--- src/rtl/spi_pkg.sv ---
// Shared definitions for the SPI command arbiter: default field widths,
// the R/W bit position and the arbiter FSM encoding.
package spi_pkg;

  localparam int RW_FLAG_W = 1;
  localparam int ADDR_W    = 3;
  localparam int DATA_W    = 8;
  localparam int CMD_W     = RW_FLAG_W + ADDR_W + DATA_W;
  localparam int RW_BIT    = CMD_W - 1;

  typedef enum logic [1:0] {
    ARB     = 2'd0,
    ISSUE   = 2'd1,
    WAIT_RD = 2'd2
  } arb_state_e;

  function automatic int unsigned rr_next(input int unsigned ptr, input int unsigned k,
                                          input int unsigned n);
    return (ptr + k) % n;
  endfunction

endpackage

--- src/rtl/spi_cmd_arbiter_if.sv ---
// Requester-side and SPI-master-side signals of the command arbiter in one bundle.
interface spi_cmd_arbiter_if
  import spi_pkg::*;
#(
  parameter int NUM_REQ    = 2,
  parameter int CMD_WIDTH  = CMD_W,
  parameter int DATA_WIDTH = DATA_W
);
  logic [NUM_REQ-1:0]           req_valid;
  logic [NUM_REQ-1:0]           req_ready;
  logic [NUM_REQ*CMD_WIDTH-1:0] req_data;
  logic [NUM_REQ-1:0]           rsp_valid;
  logic [DATA_WIDTH-1:0]        rsp_data;
  logic                         rsp_err;
  logic                         m_cmd_valid;
  logic                         m_cmd_ready;
  logic [CMD_WIDTH-1:0]         m_cmd_data;
  logic                         m_read_valid;
  logic [DATA_WIDTH-1:0]        m_read_data;
  logic                         busy;

  // Arbiter view.
  modport slave (
    input  req_valid, req_data, m_cmd_ready, m_read_valid, m_read_data,
    output req_ready, rsp_valid, rsp_data, rsp_err, m_cmd_valid, m_cmd_data, busy
  );

  // Clients plus SPI master view.
  modport master (
    output req_valid, req_data, m_cmd_ready, m_read_valid, m_read_data,
    input  req_ready, rsp_valid, rsp_data, rsp_err, m_cmd_valid, m_cmd_data, busy
  );

endinterface

--- src/rtl/spi_rr_arbiter.sv ---
// Combinational round-robin grant: searches from ptr+1 with wrap, returns
// one-hot grant, its index and whether anything was granted.
module spi_rr_arbiter
  import spi_pkg::*;
#(
  parameter int NUM_REQ = 2,
  localparam int IW     = (NUM_REQ > 1) ? $clog2(NUM_REQ) : 1
) (
  input  logic [NUM_REQ-1:0] req,
  input  logic [IW-1:0]      ptr,
  output logic [NUM_REQ-1:0] grant,
  output logic [IW-1:0]      idx,
  output logic               gnt_any
);

  int unsigned c;

  always_comb begin
    grant   = '0;
    idx     = '0;
    gnt_any = 1'b0;
    c       = 0;
    for (int k = 1; k <= NUM_REQ; k++) begin
      c = rr_next(int'(ptr), k, NUM_REQ);
      if (!gnt_any && req[c]) begin
        gnt_any  = 1'b1;
        grant[c] = 1'b1;
        idx      = IW'(c);
      end
    end
  end

endmodule

--- src/rtl/spi_cmd_arbiter.sv ---
// Round-robin sharing of one SPI master between NUM_REQ requesters; ownership
// is held across a read until readback or watchdog timeout.
module spi_cmd_arbiter
  import spi_pkg::*;
#(
  parameter int NUM_REQ    = 2,
  parameter int RW_FLAG    = RW_FLAG_W,
  parameter int ADDR_WIDTH = ADDR_W,
  parameter int DATA_WIDTH = DATA_W,
  parameter int CMD_WIDTH  = RW_FLAG + ADDR_WIDTH + DATA_WIDTH,
  parameter int TIMEOUT    = 1024
) (
  input logic              clk,
  input logic              rst_n,
  spi_cmd_arbiter_if.slave bus
);

  localparam int IW     = (NUM_REQ > 1) ? $clog2(NUM_REQ) : 1;
  localparam int CW     = (TIMEOUT > 1) ? $clog2(TIMEOUT) : 1;
  localparam int RW_POS = CMD_WIDTH - 1;

  arb_state_e state, state_nx;

  logic [NUM_REQ-1:0]                req_ready;
  logic [NUM_REQ-1:0][CMD_WIDTH-1:0] req_cmd;
  logic [NUM_REQ-1:0]                grant;
  logic [IW-1:0]                     grant_idx;
  logic                              grant_any;
  logic                              m_cmd_valid;
  logic                              rd_done, rd_tmo;

  logic [CMD_WIDTH-1:0]  cmd_q;
  logic [IW-1:0]         owner_q;
  logic [IW-1:0]         rr_ptr;
  logic [CW-1:0]         cnt;
  logic [NUM_REQ-1:0]    rsp_valid_q;
  logic [DATA_WIDTH-1:0] rsp_data_q;
  logic                  rsp_err_q;

  assign req_cmd = bus.req_data;

  spi_rr_arbiter #(.NUM_REQ(NUM_REQ)) u_rr (
    .req     (bus.req_valid),
    .ptr     (rr_ptr),
    .grant   (grant),
    .idx     (grant_idx),
    .gnt_any (grant_any)
  );

  // Readback beats the watchdog when both land in the same cycle.
  assign rd_done = (state == WAIT_RD) && bus.m_read_valid;
  assign rd_tmo  = (state == WAIT_RD) && !bus.m_read_valid && (cnt == CW'(TIMEOUT - 1));

  always_ff @(posedge clk or negedge rst_n) begin
    if (!rst_n) state <= ARB;
    else        state <= state_nx;
  end

  always_comb begin
    state_nx    = state;
    req_ready   = '0;
    m_cmd_valid = 1'b0;
    case (state)
      ARB: begin
        if (grant_any) begin
          req_ready = grant;
          state_nx  = ISSUE;
        end
      end
      ISSUE: begin
        m_cmd_valid = 1'b1;
        if (bus.m_cmd_ready) state_nx = cmd_q[RW_POS] ? ARB : WAIT_RD;
      end
      WAIT_RD: begin
        if (rd_done || rd_tmo) state_nx = ARB;
      end
      default: state_nx = ARB;
    endcase
  end

  always_ff @(posedge clk or negedge rst_n) begin
    if (!rst_n) begin
      cmd_q       <= '0;
      owner_q     <= '0;
      rr_ptr      <= IW'(NUM_REQ - 1);
      cnt         <= '0;
      rsp_valid_q <= '0;
      rsp_data_q  <= '0;
      rsp_err_q   <= 1'b0;
    end else begin
      rsp_valid_q <= '0;
      if (state == ARB && grant_any) begin
        cmd_q   <= req_cmd[grant_idx];
        owner_q <= grant_idx;
        rr_ptr  <= grant_idx;
      end
      if (state == ISSUE && bus.m_cmd_ready)
        cnt <= '0;
      else if (state == WAIT_RD && cnt != '1)
        cnt <= cnt + 1'b1;
      if (rd_done) begin
        rsp_valid_q[owner_q] <= 1'b1;
        rsp_data_q           <= bus.m_read_data;
        rsp_err_q            <= 1'b0;
      end else if (rd_tmo) begin
        rsp_valid_q[owner_q] <= 1'b1;
        rsp_data_q           <= '0;
        rsp_err_q            <= 1'b1;
      end
    end
  end

  assign bus.req_ready   = req_ready;
  assign bus.m_cmd_valid = m_cmd_valid;
  assign bus.m_cmd_data  = cmd_q;
  assign bus.rsp_valid   = rsp_valid_q;
  assign bus.rsp_data    = rsp_data_q;
  assign bus.rsp_err     = rsp_err_q;
  assign bus.busy        = (state != ARB);

endmodule

--- src/flat_wrapper.sv ---
// flat-port wrapper written by rule: the top's interface ports become plain ports
module spi_cmd_arbiter_flat import spi_pkg::*;
#(
  parameter int NUM_REQ    = 2,
  parameter int RW_FLAG    = RW_FLAG_W,
  parameter int ADDR_WIDTH = ADDR_W,
  parameter int DATA_WIDTH = DATA_W,
  parameter int CMD_WIDTH  = RW_FLAG + ADDR_WIDTH + DATA_WIDTH,
  parameter int TIMEOUT    = 1024
)
  (clk, rst_n, bus_req_valid, bus_req_data, bus_m_cmd_ready, bus_m_read_valid, bus_m_read_data, bus_req_ready, bus_rsp_valid, bus_rsp_data, bus_rsp_err, bus_m_cmd_valid, bus_m_cmd_data, bus_busy);
  spi_cmd_arbiter_if #(.NUM_REQ(NUM_REQ), .CMD_WIDTH(CMD_WIDTH), .DATA_WIDTH(DATA_WIDTH)) bus_i ();
  input logic clk;
  input logic rst_n;
  input wire logic [$bits(bus_i.req_valid)-1:0] bus_req_valid;
  input wire logic [$bits(bus_i.req_data)-1:0] bus_req_data;
  input wire logic [$bits(bus_i.m_cmd_ready)-1:0] bus_m_cmd_ready;
  input wire logic [$bits(bus_i.m_read_valid)-1:0] bus_m_read_valid;
  input wire logic [$bits(bus_i.m_read_data)-1:0] bus_m_read_data;
  output wire logic [$bits(bus_i.req_ready)-1:0] bus_req_ready;
  output wire logic [$bits(bus_i.rsp_valid)-1:0] bus_rsp_valid;
  output wire logic [$bits(bus_i.rsp_data)-1:0] bus_rsp_data;
  output wire logic [$bits(bus_i.rsp_err)-1:0] bus_rsp_err;
  output wire logic [$bits(bus_i.m_cmd_valid)-1:0] bus_m_cmd_valid;
  output wire logic [$bits(bus_i.m_cmd_data)-1:0] bus_m_cmd_data;
  output wire logic [$bits(bus_i.busy)-1:0] bus_busy;
  assign bus_i.req_valid = bus_req_valid;
  assign bus_i.req_data = bus_req_data;
  assign bus_i.m_cmd_ready = bus_m_cmd_ready;
  assign bus_i.m_read_valid = bus_m_read_valid;
  assign bus_i.m_read_data = bus_m_read_data;
  assign bus_req_ready = bus_i.req_ready;
  assign bus_rsp_valid = bus_i.rsp_valid;
  assign bus_rsp_data = bus_i.rsp_data;
  assign bus_rsp_err = bus_i.rsp_err;
  assign bus_m_cmd_valid = bus_i.m_cmd_valid;
  assign bus_m_cmd_data = bus_i.m_cmd_data;
  assign bus_busy = bus_i.busy;
  spi_cmd_arbiter #(.NUM_REQ(NUM_REQ), .RW_FLAG(RW_FLAG), .ADDR_WIDTH(ADDR_WIDTH), .DATA_WIDTH(DATA_WIDTH), .CMD_WIDTH(CMD_WIDTH), .TIMEOUT(TIMEOUT)) u_core (.clk(clk), .rst_n(rst_n), .bus(bus_i));
endmodule
--- config.mk ---
export PLATFORM = sky130hd
export DESIGN_NAME = spi_cmd_arbiter_flat
export DESIGN_NICKNAME = d
export VERILOG_FILES = /design/src/rtl/spi_pkg.sv /design/src/rtl/spi_cmd_arbiter_if.sv /design/src/rtl/spi_rr_arbiter.sv /design/src/rtl/spi_cmd_arbiter.sv /design/src/flat_wrapper.sv
export SDC_FILE = /design/constraint.sdc
export NUM_CORES = 1
export LEC_CHECK = 0
export CAP_MARGIN = 40
export CORE_MARGIN = 2
export CORE_UTILIZATION = 45
export CTS_BUF_LIST = sky130_fd_sc_hd__clkbuf_4
export DETAILED_ROUTE_END_ITERATION = 7
export PLACE_DENSITY = 0.86
export SYNTH_ARGS = -nofsm -noshare
export SYNTH_HDL_FRONTEND = slang
export SYNTH_SLANG_ARGS = --single-unit
--- constraint.sdc ---
create_clock -name clk -period 1.7 [get_ports clk]
set_input_delay 0.17 -clock clk [delete_from_list [all_inputs] [get_ports clk]]
set_output_delay 0.17 -clock clk [all_outputs]
set_load 0.02 [all_outputs]
==> impl_metrics.yaml, run 1 <==
sta:
  finClkSkew_ns: 0.01251
  layout_setup_ws_ns: 0.09380
  setup_viol: 0
  hold_viol: 0
  relSlewSlack_pct: 69.28
  fmaxAchievable_ghz: 0.6226
  period_share_pct: 94.48
  slew_violations: 0
  holdWs_ns: 0.2824
  worstMarginPinSlew_ns: 0.4608
  layout_min_cycle_time_ns: 1.606
cells_and_area:
  syn2layout_area_growth_pct: 46.52
  nets: 270
  final_layout_size_suffix_gt1_share_pct: 12.93
  fin_cells: 280
  filler_cell_count: 292
  num_antenna_cells: 0
clocking:
  cts_setup_buffers: 0
  cts_sinks: 37
  htreeDepth: 2
  cts_made_buffers: 5
  clock_latency_ns: 0.36
  ctsLongestPathBuffers: 2
  clk_pin_slew_worst_paths_ns: 0.12
  cts_tree: "yes"
  root_buffer: "clkbuf_4"
route:
  vias: 1425
  drt-met1-wl_um: 1520
  highest-signal-layer: "met4"
  first_pass_iters: 4
  post_drt_wl_per_cell_um: 12.99
  remaining_drc_errors: 0
  drt_first_iter_violations: 65
  wl_met2_um: 1676
  met3_length_um: 392
  viasPerCell: 5.089
  wirelength_um: 3638
  ant_nets: 0
pwr:
  sequentialPowerShare_pct: 36.8
  cellPowerDensity_nw_per_um2: 1476
  switchingPower_uw: 1407
  internal_power_uw: 2362
  power_uw: 3769
  p_leak_uw: 0.001112
  p_clk_share_pct: 16.0
  netSwitchingFraction_pct: 37.34
  p_comb_share_pct: 47.2
  ir_worst_vdd_uv: 858.0
synthesis:
  synth_top_cell_area_share_pct: 51.69
  syn_nets: 197
  ys_seq_elements: 37
  avgSynthCellArea_um2: 11.03
  netlist_area_um2: 1743
  seq_area_frac_synth_pct: 53.19
  postSynth.asyncResetShare_pct: 100.0
  synth.distinct_cells: 39
  synthesis.instances: 158
  synthTopCellsByArea: "dfrtp_1 52%, mux2i_1 8.0%, nand2_1 4.7%, a22o_1 4.0%, o21ai_0 3.2%"
  synth_largest_area_cell: "dfrtp_1"
  synth-edff-count: 0
  synth_flop_cell: "dfrtp_1"
  ys_warn_count: 0
setup_path:
  ff2ff_setup_slack_ns: 0.16
  crit_path_start_kind: "flip-flop"
  cp-end-kind: "output port"
  critPathKind: "flip-flop to output port"
  r2r_start: "u_core.cnt[0]"
  startpoint: "u_core.state[0]"
  crit_fanout: 5
  crit_arrival_ns: 1.44
  worstPathRequired_ns: 1.53
  reg2reg_depth: 5
  timing.rr.end: "u_core.bus.rsp_data[0]"
global_routing:
  grt_pass1_vias: 1423
  grt_start_max_net_pins: 27
  grt_usage_pct: 20.05
  grt_pass1_wl_um: 6486
  antenna_found_initial: 0
  overflow: 0
run:
  drv_cap: 0
floorplanning:
  die_y_um: 66.24
  boundaryPins: 65
  die_area_um2: 4387
  placementRows: 22
  die_x_um: 66.24
  initial_utilization_pct: 47.25
  floorplan.core_area_um2: 3689
placement:
  io_buffers: 64
  pre_cts_ws_ns: -0.1591
  placed_cells: 271
  gp_congestion: 0.7729
  dp_hpwl_um: 2786
hold_path:
  hp-class: "input port to async pin"
run_status:
  outcome: "finished clean"
==> registers in the layout (all words and copies together), names as in the netlist <==
register / flops
u_core.bus.m_cmd_data: 12
u_core.bus.rsp_data: 8
u_core.bus.rsp_err: 1
u_core.bus.rsp_valid: 2
u_core.cnt: 10
u_core.owner_q: 1
u_core.rr_ptr: 1
u_core.state: 2
==> cell usage in the layout, fill, tap and decap left out, types with 2 or more instances in the layout <==
cell | Yosys | routed
o21ai_0 | 11 | 11
nor2_1 | 7 | 6
and2_1 | 4 | 4
nand3_1 | 4 | 4
a21oi_1 | 3 | 3
o21ai_1 | 7 | 7
nor3_2 | 2 | 2
buf_4 | 1 | 4
mux2i_1 | 14 | 14
clkdlybuf4s50_1 | 0 | 59
a22o_1 | 8 | 8
buf_12 | 0 | 2
dfrtp_1 | 36 | 36
clkbuf_4 | 0 | 5
inv_1 | 7 | 7
clkbuf_2 | 0 | 2
a21o_1 | 2 | 2
dlygate4sd2_1 | 0 | 2
o31ai_1 | 2 | 2
nand3_4 | 2 | 2
a31oi_1 | 2 | 2
nand2_1 | 22 | 22
==> synth_stat cells (2+ instances only) <==
cell type  instances
dfrtp_1           36
nand2_1           22
mux2i_1           14
o21ai_0           11
a22o_1             8
inv_1              7
nor2_1             7
o21ai_1            7
and2_1             4
nand3_1            4
a21oi_1            3
buf_2              3
a21o_1             2
a31oi_1            2
nand3_4            2
nor3_2             2
o31ai_1            2
==> metal layers <==
metal | vias up | track usage, %
met5 | - | 0
met4 | 0 | 8.418
met3 | 5 | 10.05
met2 | 62 | 31.00
met1 | 652 | 23.48
li1 | 706 | -
==> what timing repair did <==
| item | in CTS | in global routing |
|---|---|---|
| hold buffers | 1 | 0 |
| resized for setup | 5 | 4 |
| endpoints found under the setup margin | 4 | 3 |
| hold endpoints to repair | 19 | 0 |
==> how the worst max path moves through the flow <==
stage,to,slack (ns)
2_1_floorplan,u_core.bus.rsp_data[0],0.28
3_3_place_gp,bus_req_ready[1],-0.11
3_5_place_dp,bus_req_ready[1],-0.16
4_1_cts,bus_req_ready[1],0.003
5_1_grt,bus_busy,-0.009
6_report,bus_busy,0.09
==> cell type report <==
class / count / area [um2] / share of cell area [%]
multi-input cells: 109 / 758.2 / 29.69
clock buffers: 5 / 37.54 / 1.470
repair buffers: 71 / 703.2 / 27.54
well taps: 48 / 60.06 / 2.352
inverters: 7 / 26.28 / 1.029
flip-flops and latches: 37 / 927.1 / 36.31
clock inverters: 3 / 41.29 / 1.617
==> worst max-delay path, cell delays in order (launching register included) <==
cell	delay, ns
dfrtp_1	0.44
nor2_2	0.16
buf_4	0.13
inv_1	0.03
dlygate4sd2_1	0.31
==> cells by family (layout without fill, tap and decap cells) <==
kind of cell,Yosys count,in the layout,synth area share [%]
AO/OA/AOI/OAI,42,42,17.44
buffers and inverters,12,86,3.446
AND/OR/NAND/NOR,51,51,16.66
multiplexers,14,14,8.040
adder cells (fa/ha/maj),1,1,0.7178
flip-flops,37,37,53.19
XOR/XNOR,1,1,0.5026
==> power by group through the flow <==
stage	logic (uW)	registers, uW	clock network (uW)
after floorplan	659	1670	0
after global placement	1810	1380	0
after global routing	1940	1430	666
after CTS	1810	1380	628
final	1780	1390	604
after detailed placement	1820	1400	0
==> metrics by stage <==
step,cell area [um2],utilization [%],TNS (ns)
CTS,2560,69.40,0
global placement,2475,67.10,-0.1080
detailed placement,2475,67.10,-0.1591
floorplan,1743,-,0
finish,2554,69.23,0
global route,2554,69.23,-0.008558
Power figures use the tool's default switching activity.
==> run 2: changes to the inputs <==
Settings changed: GPL_TIMING_DRIVEN from default to 1.
==> results of run 2 <==
No change in the layout: final DEF, timing and power equal those of run 1.
